File: src/rtl/mux_rr_arbiter_pkg.sv
// Shared constants for the round-robin arbiter that fronts the 16-to-1
// single-bit mux tree. The Mux and the bench use the same values.
//   NUM_LEVELS : mux tree depth
//   WIDTH      : number of requesters / mux inputs
//   SEL_W      : select width
//   HOLD_W     : width of the per-grant hold counter (holds 1..15)
//   state_e    : arbiter state encoding
package mux_rr_arbiter_pkg;

  localparam int NUM_LEVELS = 5;
  localparam int WIDTH      = 2 ** (NUM_LEVELS - 1);
  localparam int SEL_W      = NUM_LEVELS - 1;
  localparam int HOLD_W     = 4;

  typedef enum logic {
    ST_IDLE  = 1'b0,
    ST_GRANT = 1'b1
  } state_e;

endpackage

File: src/rtl/mux_rr_arbiter_rr_pick.sv
// Combinational round-robin search.
// Returns the first index i with req[i]=1 when scanning start, start+1, ...
// modulo WIDTH. The request vector is rotated so that 'start' lands on bit 0,
// the lowest set bit is priority-encoded, and the offset is added back to
// 'start'.
//   req   : request vector
//   start : first index to consider
//   idx   : winning index (0 when nothing is found)
//   found : high when any request is set
module rr_pick #(
  parameter int WIDTH = mux_rr_arbiter_pkg::WIDTH,
  parameter int SEL_W = mux_rr_arbiter_pkg::SEL_W
) (
  input  logic [WIDTH-1:0] req,
  input  logic [SEL_W-1:0] start,
  output logic [SEL_W-1:0] idx,
  output logic             found
);

  import mux_rr_arbiter_pkg::*;

  logic [WIDTH-1:0] rot;
  logic [SEL_W-1:0] off;

  always_comb begin
    // Doubling the vector turns the right shift into a rotate.
    rot = WIDTH'({req, req} >> start);
    off = '0;
    // Descending scan so the lowest set bit wins.
    for (int i = WIDTH - 1; i >= 0; i--) begin
      if (rot[i]) off = SEL_W'(i);
    end
    // WIDTH == 2**SEL_W, so the add wraps 15 back to 0 on its own.
    idx   = start + off;
    found = |req;
  end

endmodule

File: src/rtl/mux_rr_arbiter.sv
// Round-robin arbiter sharing the 16-to-1 single-bit mux between WIDTH
// requesters. One requester is granted at a time; its index drives Mux.sel.
// A grant is limited to MAX_HOLD consecutive cycles while others wait.
//   clk   : clock, rising edge
//   rst   : synchronous active-high reset
//   req   : level-sensitive request per requester
//   grant : registered one-hot grant, zero when idle
//   sel   : registered index of current or last grant (to Mux.sel)
//   busy  : high while a grant is active (|grant)
module mux_rr_arbiter #(
  parameter int NUM_LEVELS = 5,
  parameter int WIDTH      = 2 ** (NUM_LEVELS - 1),
  parameter int SEL_W      = NUM_LEVELS - 1,
  parameter int MAX_HOLD   = 4
) (
  input  logic             clk,
  input  logic             rst,
  input  logic [WIDTH-1:0] req,
  output logic [WIDTH-1:0] grant,
  output logic [SEL_W-1:0] sel,
  output logic             busy
);

  import mux_rr_arbiter_pkg::*;

  localparam logic [HOLD_W-1:0] HOLD_MAX = HOLD_W'(MAX_HOLD);

  state_e            state, state_nx;
  logic [WIDTH-1:0]  grant_nx;
  logic [SEL_W-1:0]  sel_nx;
  logic [SEL_W-1:0]  ptr, ptr_nx;
  logic [HOLD_W-1:0] hold_cnt, hold_nx;

  logic [SEL_W-1:0]  sel_inc;
  logic [WIDTH-1:0]  sel_oh;
  logic              cur_req;
  logic              others;

  logic [SEL_W-1:0]  idle_idx, next_idx;
  logic              idle_found, next_found;

  assign sel_inc = sel + SEL_W'(1);
  assign sel_oh  = WIDTH'(1) << sel;
  assign cur_req = |(req & sel_oh);
  assign others  = |(req & ~sel_oh);

  // Search from the rotating pointer when starting from idle.
  rr_pick #(.WIDTH(WIDTH), .SEL_W(SEL_W)) u_pick_idle (
    .req   (req),
    .start (ptr),
    .idx   (idle_idx),
    .found (idle_found)
  );

  // Search from just past the current grant for hand-offs; this can only
  // come back to 'sel' when nobody else is requesting.
  rr_pick #(.WIDTH(WIDTH), .SEL_W(SEL_W)) u_pick_next (
    .req   (req),
    .start (sel_inc),
    .idx   (next_idx),
    .found (next_found)
  );

  always_comb begin
    state_nx = state;
    grant_nx = grant;
    sel_nx   = sel;
    ptr_nx   = ptr;
    hold_nx  = hold_cnt;

    case (state)
      ST_IDLE: begin
        if (idle_found) begin
          grant_nx = WIDTH'(1) << idle_idx;
          sel_nx   = idle_idx;
          ptr_nx   = idle_idx + SEL_W'(1);
          hold_nx  = HOLD_W'(1);
          state_nx = ST_GRANT;
        end
      end

      ST_GRANT: begin
        // With cur_req low, next_found means someone else is waiting:
        // hand off with no idle cycle. With cur_req high, hand off only
        // once the hold budget is spent and a competitor exists.
        if ((!cur_req && next_found) ||
            (cur_req && (hold_cnt == HOLD_MAX) && others)) begin
          grant_nx = WIDTH'(1) << next_idx;
          sel_nx   = next_idx;
          ptr_nx   = next_idx + SEL_W'(1);
          hold_nx  = HOLD_W'(1);
        end else if (!cur_req) begin
          // Released with nobody waiting; sel keeps the last index.
          grant_nx = '0;
          state_nx = ST_IDLE;
        end else if (hold_cnt < HOLD_MAX) begin
          hold_nx = hold_cnt + HOLD_W'(1);
        end
      end

      default: begin
        grant_nx = '0;
        state_nx = ST_IDLE;
      end
    endcase
  end

  always_ff @(posedge clk) begin
    if (rst) begin
      state    <= ST_IDLE;
      grant    <= '0;
      sel      <= '0;
      ptr      <= '0;
      hold_cnt <= '0;
    end else begin
      state    <= state_nx;
      grant    <= grant_nx;
      sel      <= sel_nx;
      ptr      <= ptr_nx;
      hold_cnt <= hold_nx;
    end
  end

  assign busy = |grant;

  // Grant stays one-hot or zero, and always points at sel while busy.
  a_onehot : assert property (@(posedge clk) disable iff (rst) $onehot0(grant));
  a_selgrant : assert property (@(posedge clk) disable iff (rst)
    busy |-> |(grant & sel_oh));

endmodule

File: config.mk
export PLATFORM = sky130hd
export DESIGN_NAME = mux_rr_arbiter
export DESIGN_NICKNAME = d
export VERILOG_FILES = /design/src/rtl/mux_rr_arbiter_pkg.sv /design/src/rtl/mux_rr_arbiter_rr_pick.sv /design/src/rtl/mux_rr_arbiter.sv
export SDC_FILE = /design/constraint.sdc
export NUM_CORES = 1
export LEC_CHECK = 0
export CORE_ASPECT_RATIO = 0.8
export CORE_MARGIN = 8
export CORE_UTILIZATION = 25
export CTS_BUF_LIST = sky130_fd_sc_hd__clkbuf_8
export DETAILED_ROUTE_END_ITERATION = 8
export GPL_ROUTABILITY_DRIVEN = 0
export GPL_TIMING_DRIVEN = 0
export PLACE_DENSITY = 0.5
export SLEW_MARGIN = 40
export SYNTH_ARGS = -nofsm -noshare
export SYNTH_HDL_FRONTEND = slang
export SYNTH_SLANG_ARGS = --single-unit
File: constraint.sdc
create_clock -name clk -period 14.95 [get_ports clk]
set_clock_uncertainty 0.2 [all_clocks]
set_input_delay 2.99 -clock clk [delete_from_list [all_inputs] [get_ports clk]]
set_output_delay 2.99 -clock clk [all_outputs]
set_load 0.01 [all_outputs]
==> reports/qor.txt <==
Required @ worst endpoint - 14950 ps
Met3 Resource Use GR - 3.03%
Max-slew violations - 0
Pwr Total - 1.21 mW
Max transition margin - 48.4%
Setup violators final - 0
TritonCTS Sinks - 29
Peak Freq - 123 MHz
Pwr dens - 242 nW/um^2
Initial DRT Pass Iterations - 6
M2 GR Usage - 19.0%
Vias in the first global route - 4300
Synthesized Nets - 567
Largest net degree at the start of global routing - 13
CP Buf/Inv Count - 2
Die area - 21400 sq um
R2R setup slack - 8920 ps
P_leak - 1.72 nW
Post-CTS resize count - 0
Final wirelength - 14900 um
Post-CTS Setup Bufs - 0
Worst vdd ir - 0.0602 mV
Crit-path slowest cell - xor2_1
Predominant post-synthesis flop cell - dfxtp_1
Crit Path Category - input pin to flop
Max FO, Critical Path - 10
Reg clk slew, reported paths - 70 ps
Final Hold Viols - 0
Diodes inserted - 0
Via count - 4639
Worst setup EP type - flop
Worst Tran Pin Value - 769 ps
Slowest stage delay, CP - 620 ps
Final cycle utilization of the critical path - 54.4%
Startpoint types - input pin
Std-Cell Rows - 42
Share of cells above drive strength 1 - 11.8%
DP HPWL - 11300 um
Initial antenna violation count - 0
First-pass GRT wire length - 24300 um
DRC Markers - 0
GRT overflow - 0
Cts hold-fix bufs - 0
Setup slack at placement - 6640 ps
Gr usage total - 13.6%
Syn Area/Cell - 7.95 sq um
GR peak layer - met1
Max Cap Viol - 0
Async set-reset flop share out of synthesis - 0%
Seq/Total Area, Yosys - 13.7%
Num CTS Buffers - 5
Core area - 16600 sq um
Die Y - 132 um
Fillers - 1757
Initial DRC Count - 480
Synth Cell Area - 4230 sq um
Synth-to-Final Area Change - 18.1%
PnR worst setup slack - 6810 ps
RSZ-0062 raised after global routing - false
Crit-path cells - clkdlybuf4s50_1 > clkbuf_1 > mux4_2 > o21ai_0 > o2bb2ai_1 > o21ba_2 > o41ai_1 > o311ai_0 > a21oi_1 > nor2_1 > ha_1 > fa_1 > xor2_1 > nor2_1 > a21oi_1 > nand3_1 > or4_1 > a31oi_1
Chip Width - 161 um
Number of synthesized flops with an enable pin - 0
Seq cells post-synth - 29
CTS max path bufs - 2
Nets@finish - 611
CTS tree - yes
Drt wl/cell - 18.6 um
Starting Density - 25.6%
Hold WS - 306 ps
Root Driver - clkbuf_8
Status - complete, no violations
Ys Warns - 0
Synth cell types - 69
GR Layer Usage met1 - 20.7%
Buffers on Ports - 37
Critical Path AT - 8140 ps
Setup tns final - 0 ps
Hold crit path type - flop to flop
H-tree depth - 2
Post-route ant nets - 0
Finished Core Util - 30.2%
Top delay family on crit path - compound AO/OA/AOI/OAI gates
# IOs - 39
Fin crit period - 8140 ps
Avg Vias per Cell - 5.82
Post-Synthesis Cells - 532
Clk_lat worst skew - 280 ps
## path summary, 6_finish.rpt
path / startpoint / endpoint / depth (start not counted)
max: req[2] / ptr[3] / 18
max reg2reg: sel[0] / ptr[3] / 20
min reg2reg: hold_cnt[3] / hold_cnt[3] / 1
min: hold_cnt[3] / hold_cnt[3] / 1
## per-stage QoR
step / area [sq um] / cells
after floorplan: 4230 / 532
after global placement: 4880 / 789
after detailed placement: 4880 / 789
after CTS: 5000 / 797
after global routing: 5000 / 797
final: 5000 / 797
## registers in the layout, indices dropped and copies added (netlist names)
signal	cells
hold_cnt	4
ptr	4
state	1
sel	4
grant	16
## layout by cell type, fill, tap and decap left out, types with 5 or more instances in the layout
cell,count
a21boi_0,5
dfxtp_1,29
mux2_2,19
o21ai_0,18
a211oi_1,26
nand2_1,47
mux2i_1,25
a21oi_1,41
nor4_1,10
a32oi_1,15
nor3b_1,6
inv_1,19
ha_1,15
xnor2_1,7
a31oi_1,7
nand4_1,5
nor2_1,47
clkdlybuf4s50_1,37
nand3_1,9
clkbuf_1,39
nor3_1,20
o22ai_1,5
clkbuf_8,6
mux4_2,25
buf_2,6
## worst register-to-register path, stage by stage (launching register included)
cell and delay (ps):
dfxtp_1 440, inv_1 110, clkbuf_1 300, ha_1 420, buf_2 300, clkbuf_1 470, mux2i_1 590, a2111oi_0 220
nor3_1 240, a211oi_1 130, o21ai_0 280, o2111ai_1 160, nand2_1 110, ha_1 160, inv_1 60, fa_1 440
xor2_1 230, a21oi_1 310, nand3_1 150, or4_1 420, a31oi_1 190
## routing by layer
layer	up-vias	wire, um
li1	2155	-
met1	2245	7300
met2	229	6110
met3	10	1340
met4	0	106
met5	-	0
## cells in the mapped netlist, drive strengths merged (6+ instances only)
master | count | area share (%)
nand2 | 47 | 4.2
nor3 | 20 | 2.4
inv | 19 | 1.7
mux2i | 25 | 5.9
o21ai | 18 | 2.1
clkbuf | 39 | 3.5
a32oi | 15 | 3.1
buf | 8 | 1.1
nor4 | 10 | 1.5
nor2 | 47 | 4.2
mux2 | 19 | 5.1
dfxtp | 29 | 14
a21oi | 41 | 4.9
nand3 | 9 | 1.1
ha | 15 | 4.4
a211oi | 26 | 4.6
mux4 | 25 | 13
nor3b | 6 | 1.1
a31oi | 7 | 1.0
xnor2 | 7 | 1.4
## power breakdown
group	total (mW)	switching (mW)	internal [mW]
registers	0.132	0.0282	0.103
clock network	0.0856	0.0314	0.0541
logic	0.990	0.598	0.393
## logic make-up after synthesis
| group | count (synthesis) | share of synthesized area (%) |
|---|---|---|
| AND/OR/NAND/NOR | 171 | 20.3 |
| flip-flops | 29 | 13.7 |
| adder cells (fa/ha/maj) | 18 | 5.62 |
| buffers and inverters | 68 | 6.39 |
| multiplexers | 69 | 24.3 |
| AO/OA/AOI/OAI | 166 | 27.2 |
| XOR/XNOR | 11 | 2.46 |
## cell type report
type / instances / area (sq um) / share of cell area, %
flip-flops and latches: 29 / 581 / 11.6
repair buffers: 37 / 370 / 7.41
inverters: 21 / 78.8 / 1.58
clock inverters: 2 / 37.5 / 0.751
plain buffers: 47 / 191 / 3.83
well taps: 220 / 275 / 5.51
clock buffers: 6 / 82.6 / 1.65
multi-input cells: 435 / 3380 / 67.6
Power figures use the tool's default switching activity.
